File: config.mk
export PLATFORM = sky130hd
export DESIGN_NAME = min_max_ctrl
export DESIGN_NICKNAME = d
export VERILOG_FILES = /design/src/rtl/min_max_ctrl.sv
export SDC_FILE = /design/constraint.sdc
export NUM_CORES = 1
export LEC_CHECK = 0
export CORE_ASPECT_RATIO = 1.1
export CORE_MARGIN = 2
export CORE_UTILIZATION = 57
export DETAILED_ROUTE_END_ITERATION = 7
export PLACE_DENSITY = 0.76
export SYNTH_ARGS = -nofsm -noshare
export SYNTH_HDL_FRONTEND = slang
export SYNTH_SLANG_ARGS = --single-unit
File: constraint.sdc
create_clock -name clk_i -period 2.8 [get_ports clk_i]
set_input_delay 0.42 -clock clk_i [delete_from_list [all_inputs] [get_ports clk_i]]
set_output_delay 0.42 -clock clk_i [all_outputs]
set_load 0.01 [all_outputs]
File: src/rtl/min_max_ctrl.sv
// Control front end for min_max_top: synchronises switches and buttons, edits the
// min/max/value registers through a small field FSM and generates the LED blink wave.
`timescale 1ns/1ps
module min_max_ctrl #(
   parameter int VALSIZE  = 4,
   parameter int OSC_HALF = 25_000_000
) (
   input  logic               clk_i,
   input  logic               rst_ni,
   input  logic [1:0]         mode_i,
   input  logic               sel_i,
   input  logic               inc_i,
   input  logic               dec_i,
   output logic [1:0]         com_o,
   output logic [VALSIZE-1:0] min_o,
   output logic [VALSIZE-1:0] max_o,
   output logic [VALSIZE-1:0] val_o,
   output logic               osc_o,
   output logic [1:0]         field_o
);

   localparam int                 CW       = $clog2(OSC_HALF + 1);
   localparam logic [CW-1:0]      CNT_LAST = CW'(OSC_HALF - 1);
   localparam logic [VALSIZE-1:0] VAL_TOP  = '1;

   typedef enum logic [1:0] {
      ST_MIN = 2'b00,
      ST_MAX = 2'b01,
      ST_VAL = 2'b10
   } state_t;

   // Bit layout of the conditioning pipeline: {mode[1:0], sel, inc, dec}
   logic [4:0] meta_reg;
   logic [4:0] sync_reg;
   logic [2:0] hist_reg;
   logic       sel_pulse;
   logic       inc_pulse;
   logic       dec_pulse;
   logic       edit_inc;
   logic       edit_dec;

   state_t             state_reg, state_next;
   logic [VALSIZE-1:0] min_reg, min_next;
   logic [VALSIZE-1:0] max_reg, max_next;
   logic [VALSIZE-1:0] val_reg, val_next;
   logic [1:0]         com_reg;
   logic [CW-1:0]      cnt_reg;
   logic               osc_reg;

   always_ff @(posedge clk_i or negedge rst_ni) begin
      if (!rst_ni) begin
         meta_reg <= '0;
         sync_reg <= '0;
         hist_reg <= '0;
         com_reg  <= '0;
      end else begin
         meta_reg <= {mode_i, sel_i, inc_i, dec_i};
         sync_reg <= meta_reg;
         hist_reg <= sync_reg[2:0];
         com_reg  <= sync_reg[4:3];
      end
   end

   assign {sel_pulse, inc_pulse, dec_pulse} = sync_reg[2:0] & ~hist_reg;

   // Opposing pulses in the same cycle cancel each other out.
   assign edit_inc = inc_pulse & ~dec_pulse;
   assign edit_dec = dec_pulse & ~inc_pulse;

   always_ff @(posedge clk_i or negedge rst_ni) begin
      if (!rst_ni) begin
         state_reg <= ST_MIN;
         min_reg   <= '0;
         max_reg   <= VAL_TOP;
         val_reg   <= '0;
      end else begin
         state_reg <= state_next;
         min_reg   <= min_next;
         max_reg   <= max_next;
         val_reg   <= val_next;
      end
   end

   // Saturation is tested on the current value, so no update can ever wrap.
   always_comb begin
      state_next = state_reg;
      min_next   = min_reg;
      max_next   = max_reg;
      val_next   = val_reg;
      case (state_reg)
         ST_MIN: begin
            if (edit_inc && (min_reg < max_reg)) min_next = min_reg + 1'b1;
            if (edit_dec && (min_reg != '0))     min_next = min_reg - 1'b1;
            if (sel_pulse)                       state_next = ST_MAX;
         end
         ST_MAX: begin
            if (edit_inc && (max_reg != VAL_TOP)) max_next = max_reg + 1'b1;
            if (edit_dec && (max_reg > min_reg))  max_next = max_reg - 1'b1;
            if (sel_pulse)                        state_next = ST_VAL;
         end
         ST_VAL: begin
            if (edit_inc && (val_reg != VAL_TOP)) val_next = val_reg + 1'b1;
            if (edit_dec && (val_reg != '0))      val_next = val_reg - 1'b1;
            if (sel_pulse)                        state_next = ST_MIN;
         end
         default: state_next = ST_MIN;
      endcase
   end

   always_ff @(posedge clk_i or negedge rst_ni) begin
      if (!rst_ni) begin
         cnt_reg <= '0;
         osc_reg <= 1'b0;
      end else if (cnt_reg == CNT_LAST) begin
         cnt_reg <= '0;
         osc_reg <= ~osc_reg;
      end else begin
         cnt_reg <= cnt_reg + 1'b1;
      end
   end

   assign com_o   = com_reg;
   assign min_o   = min_reg;
   assign max_o   = max_reg;
   assign val_o   = val_reg;
   assign osc_o   = osc_reg;
   assign field_o = state_reg;

endmodule

# Yosys cells after proc, flatten, opt, wreduce, memory -nomap -nowiden
# Index checks and enable logic that the tools add are counted.
# op_classes
addsub	7
n_mux	11
n_bitwise	7
n_reduce_logical	16
n_lt_le_gt_ge	2
eq_ne	8
# op_table
op	count
adder 25 x 1 -> 25 bit, second input constant	1
equality test 25 bit, second input constant	1
2-to-1 mux 25 bit	1
2-to-1 mux 4 bit	6
adder 4 x 1 -> 4 bit, second input constant	3
subtractor 4 x 1 -> 4 bit, second input constant	3
!= test 4 bit, second input constant	2
nonzero test 4 bit	2
logical AND 1 bit	6
2-to-1 mux 2 bit	3
!= test 2 bit, second input constant	3
one-hot mux 2 bit (3 select lines)	1
AND reduction 2 bit	3
nonzero test 2 bit	3
> comparator 4 bit	1
less-than comparator 4 bit	1
bitwise AND 3 bit	1
NOT 1 bit	3
NOT 3 bit	1
AND reduction 3 bit	1
bitwise AND 1 bit	2
equality test 2 x 1 -> 1 bit, second input constant	1
equality test 2 bit, second input constant	1
zero test 2 bit	1
# totals
wordCells	61
out_inout_bits	17
input_bits	7
regBits	55

# Longest topological paths before layout
# depth
word_depth	7
depth_mapped	10
mapped_depth_nobuf	10

# Worst setup path before layout
# No wires, ideal clock.
# synth_timing
kind	register to register
startpoint	register max_reg[1], in the netlist max_o[1]
endpoint	register max_reg[2], in the netlist max_o[2]
path_slack_ns	0.411
path_stages_with_launch	10
arrival_ns	2.315
setup_ns	0.075
synth_period_minus_slack_ns	2.389
cell_sequence	dfstp_2 -> ha_1 -> nor2b_1 -> o211ai_1 -> a21oi_1 -> xor2_1 -> ha_1 -> a2111o_1 -> a21oi_1 -> xor2_1
# synth_via
elab_chain_len	4
elab_cells_between_ends	10
cone_classes	add/sub: 2; order compare: 1; eq/ne: 1; mux: 2; reduce/logical: 4
# synth_rtl
element	line	source
start: declaration	44	logic [VALSIZE-1:0] max_reg, max_next;
start signal: assignment	79	max_reg <= max_next;
> comparator 4 bit / != test 4 bit (equally long branches)	98, 97	
logical AND 1 bit (on tied branches)	98, 97	
nonzero test 2 bit (no source line)	n/a	
AND reduction 2 bit (no source line)	n/a	
# Several ways; a longest one is shown, not always the timed one. The select of a mux whose other input is x is not followed.
# A chain may end at the register's enable or synchronous reset.

# Final worst setup path
# Ends and elaborated chain as after synthesis.

==> summary.txt <==
Initial Util = 0.5824
post-synthesis adder-cell area fraction = 0.06183
DR vias = 1796
top_reg_cell synth = dfrtp_1
Synth Area per Inst = 11.42 um^2
Slew Limit Fails = 0
unrepaired setup endpoints after global routing = false
r2r setup slk = 0.18 ns
share of cells above drive strength 1 = 0.1174
kind of critical path = flip-flop to flip-flop
worst r2r dst = max_o[2]
vias in the first global route = 1853
sequential element share of the synthesized area = 0.5171
ys async rst share = 1.000
clock tree buffer depth = 2
Detailed Route Iter0 Violations = 72
Hold Fails Final Rpt = 0
simple-gate share of the synthesized area = 0.2084
Post-Syn Area = 2671 um^2
Pleak = 1.375 nW
final worst path period share = 0.9365
Placeable Area = 4587 um^2
Worst Skew = 0.008942 ns
Slew HR = 0.5606
Buffers on Ports = 23
post-detail-place hpwl = 3315 um
largest family of logic cells by synthesized area = simple AND/OR/NAND/NOR gates
Routed WL = 4525 um
Post-Synth XOR/XNOR Area = 0.09180
Clk Tree Root Cell = clkbuf_8
CTS tree = yes
crit path time final = 2.622 ns
status = completed
flops & latches, synth = 55
Placer Congestion = 0.8620
initial antenna violation count = 0
Largest register FFs = 25
Cell Rows = 26
Clock Latency Late Sink = 0.31 ns
Crit. End Element = flip-flop
first-pass GRT wire length = 8038 um
Fin Setup TNS = 0 ns
Seq. cell area = 1381 um^2
total CTS buffers = 5
# IOs = 24
worst hold slack = 0.02440 ns
GRT overflow = 0
routed length per placed instance = 14.14 um
R2R cell count = 9
antenna-violating nets left = 0
Critical Path RT = 3.04 ns
worst min-delay path class = primary input to asynchronous set/reset pin
ant diodes = 0
nets = 282
DR pass1 iterations = 4
P per Cell Area = 771.8 nW/um^2
Ys Warns = 0
Die H = 75.80 um
Peak Freq = 381.4 MHz
cts hold-fix bufs = 0
FILL cells = 351
Final Setup Violations = 0
Vias/cell = 5.613
post-synthesis compound-gate area fraction = 0.06792
power consumption = 2.373 mW
Layout area overhead = 15.08%
pin count of the biggest net entering global routing = 21
total track usage = 0.1960
die area = 5251 um^2
mux contribution to synthesized area = 0.02717
Yosys cell types = 51
Synth Net Count = 253
DR DRC count = 0
number of synthesized flops with an enable pin = 0
multi-input logic area = 1221 um^2
Gate Count Post-Synth = 234
Slew @ Worst Pin = 0.6570 ns
CP max FO = 7
critical path startpoint category = flip-flop
CP arrival = 2.87 ns
Reg clk slew, reported paths = 0.10 ns
Max VDD drop = 377.8 uV
reg2reg start = max_o[1]
clk sink count = 55
Max-cap violations = 0
H-Tree Level Count = 2
Die X = 69.27 um
-- layout by cell type, fill, tap and decap left out, types with 9 or more instances in the layout --
master	n
dfrtp_1	51
clkdlybuf4s50_1	22
nor2_1	18
xnor2_1	15
nand4_1	14
xor2_1	13
nand3_1	11
a21oi_1	10
ha_1	10
inv_1	9
-- worst max-delay path, stage by stage (launching register included) --
cell and delay (ns):
dfstp_2 0.61, ha_1 0.26, nor2b_1 0.13, o211ai_1 0.30, a21oi_1 0.17, xor2_1 0.18
ha_1 0.22, a2111o_1 0.35, a21oi_1 0.16, xor2_1 0.17
-- layout make-up --
class | count | share of cell area
flip-flops and latches | 55 | 0.4493
multi-input cells | 165 | 0.3972
repair buffers | 26 | 0.08059
well taps | 56 | 0.02279
clock buffers | 5 | 0.02239
clock inverters | 3 | 0.01547
inverters | 10 | 0.01221
-- where the power goes --
| part | internal [mW] | switching [mW] |
|---|---|---|
| registers | 0.919 | 0.135 |
| logic | 0.418 | 0.373 |
| clock network | 0.271 | 0.257 |
| total | 1.61 | 0.765 |
-- per-stage QoR --
| stage | instance area [um^2] | worst slack, ns | utilization | cells |
|---|---|---|---|---|
| after floorplan | 2671 | 0.4106 | - | 234 |
| after global placement | 2950 | 0.3319 | 0.6432 | 311 |
| after detailed placement | 2950 | 0.2468 | 0.6432 | 311 |
| after CTS | 3067 | 0.1982 | 0.6686 | 319 |
| after global routing | 3074 | 0.0008538 | 0.6702 | 320 |
| final | 3074 | 0.1779 | 0.6702 | 320 |
-- kinds of logic (layout without fill, tap and decap cells) --
kind of cell / after synthesis / count (layout)
compound gates: 27 / 27
xor+xnor: 28 / 28
fa+ha+maj: 12 / 12
buf+inv: 14 / 44
flops: 55 / 55
mux: 7 / 7
simple gates: 91 / 91
-- timing repair --
action | in CTS | in global routing
buffers inserted | 0 | 1
hold endpoints to repair | 0 | 0
resized for setup | 0 | 0
setup endpoints to repair | 0 | 1
-- per-layer routing --
metal / up-vias / global-route usage / share of wire
li1: 881 / - / -
met1: 879 / 0.2218 / 0.44
met2: 29 / 0.3697 / 0.52
met3: 7 / 0.04894 / 0.027
met4: 0 / 0.06536 / 0.014
met5: - / 0 / 0
-- synth_stat cells (all sizes together), types with 2 or more instances --
master / number / area [um^2]
nand3: 12 / 65.06
nor2: 20 / 85.08
or3: 3 / 23.77
dfstp: 4 / 105.1
nand2b: 5 / 31.28
and4: 4 / 35.03
nor2b: 5 / 31.28
nand3b: 3 / 22.52
nand2: 8 / 32.54
mux2i: 5 / 50.05
inv: 10 / 37.53
nor3: 3 / 31.28
nand4: 15 / 100.1
o211ai: 2 / 15.01
xor2: 13 / 113.9
ha: 10 / 125.1
mux2: 2 / 22.52
buf: 4 / 31.27
a21oi: 11 / 66.32
a21o: 2 / 15.01
and2: 2 / 12.51
nor4: 5 / 46.29
and3: 4 / 25.02
dfrtp: 51 / 1276
fa: 2 / 40.04
xnor2: 15 / 131.4
o21ai: 6 / 33.78
-- worst max path at each step --
stage | startpoint | to | slack, ns | cells past startpoint
detailed placement | max_o[1] | max_o[2] | 0.25 | 9
finish | max_o[1] | max_o[2] | 0.18 | 9
global placement | max_o[1] | max_o[2] | 0.33 | 9
global route | max_o[1] | max_o[2] | 0.0009 | 9
CTS | max_o[1] | max_o[2] | 0.20 | 9
floorplan | max_o[1] | max_o[2] | 0.41 | 9
No activity file was read; power rests on OpenSTA's default activity.
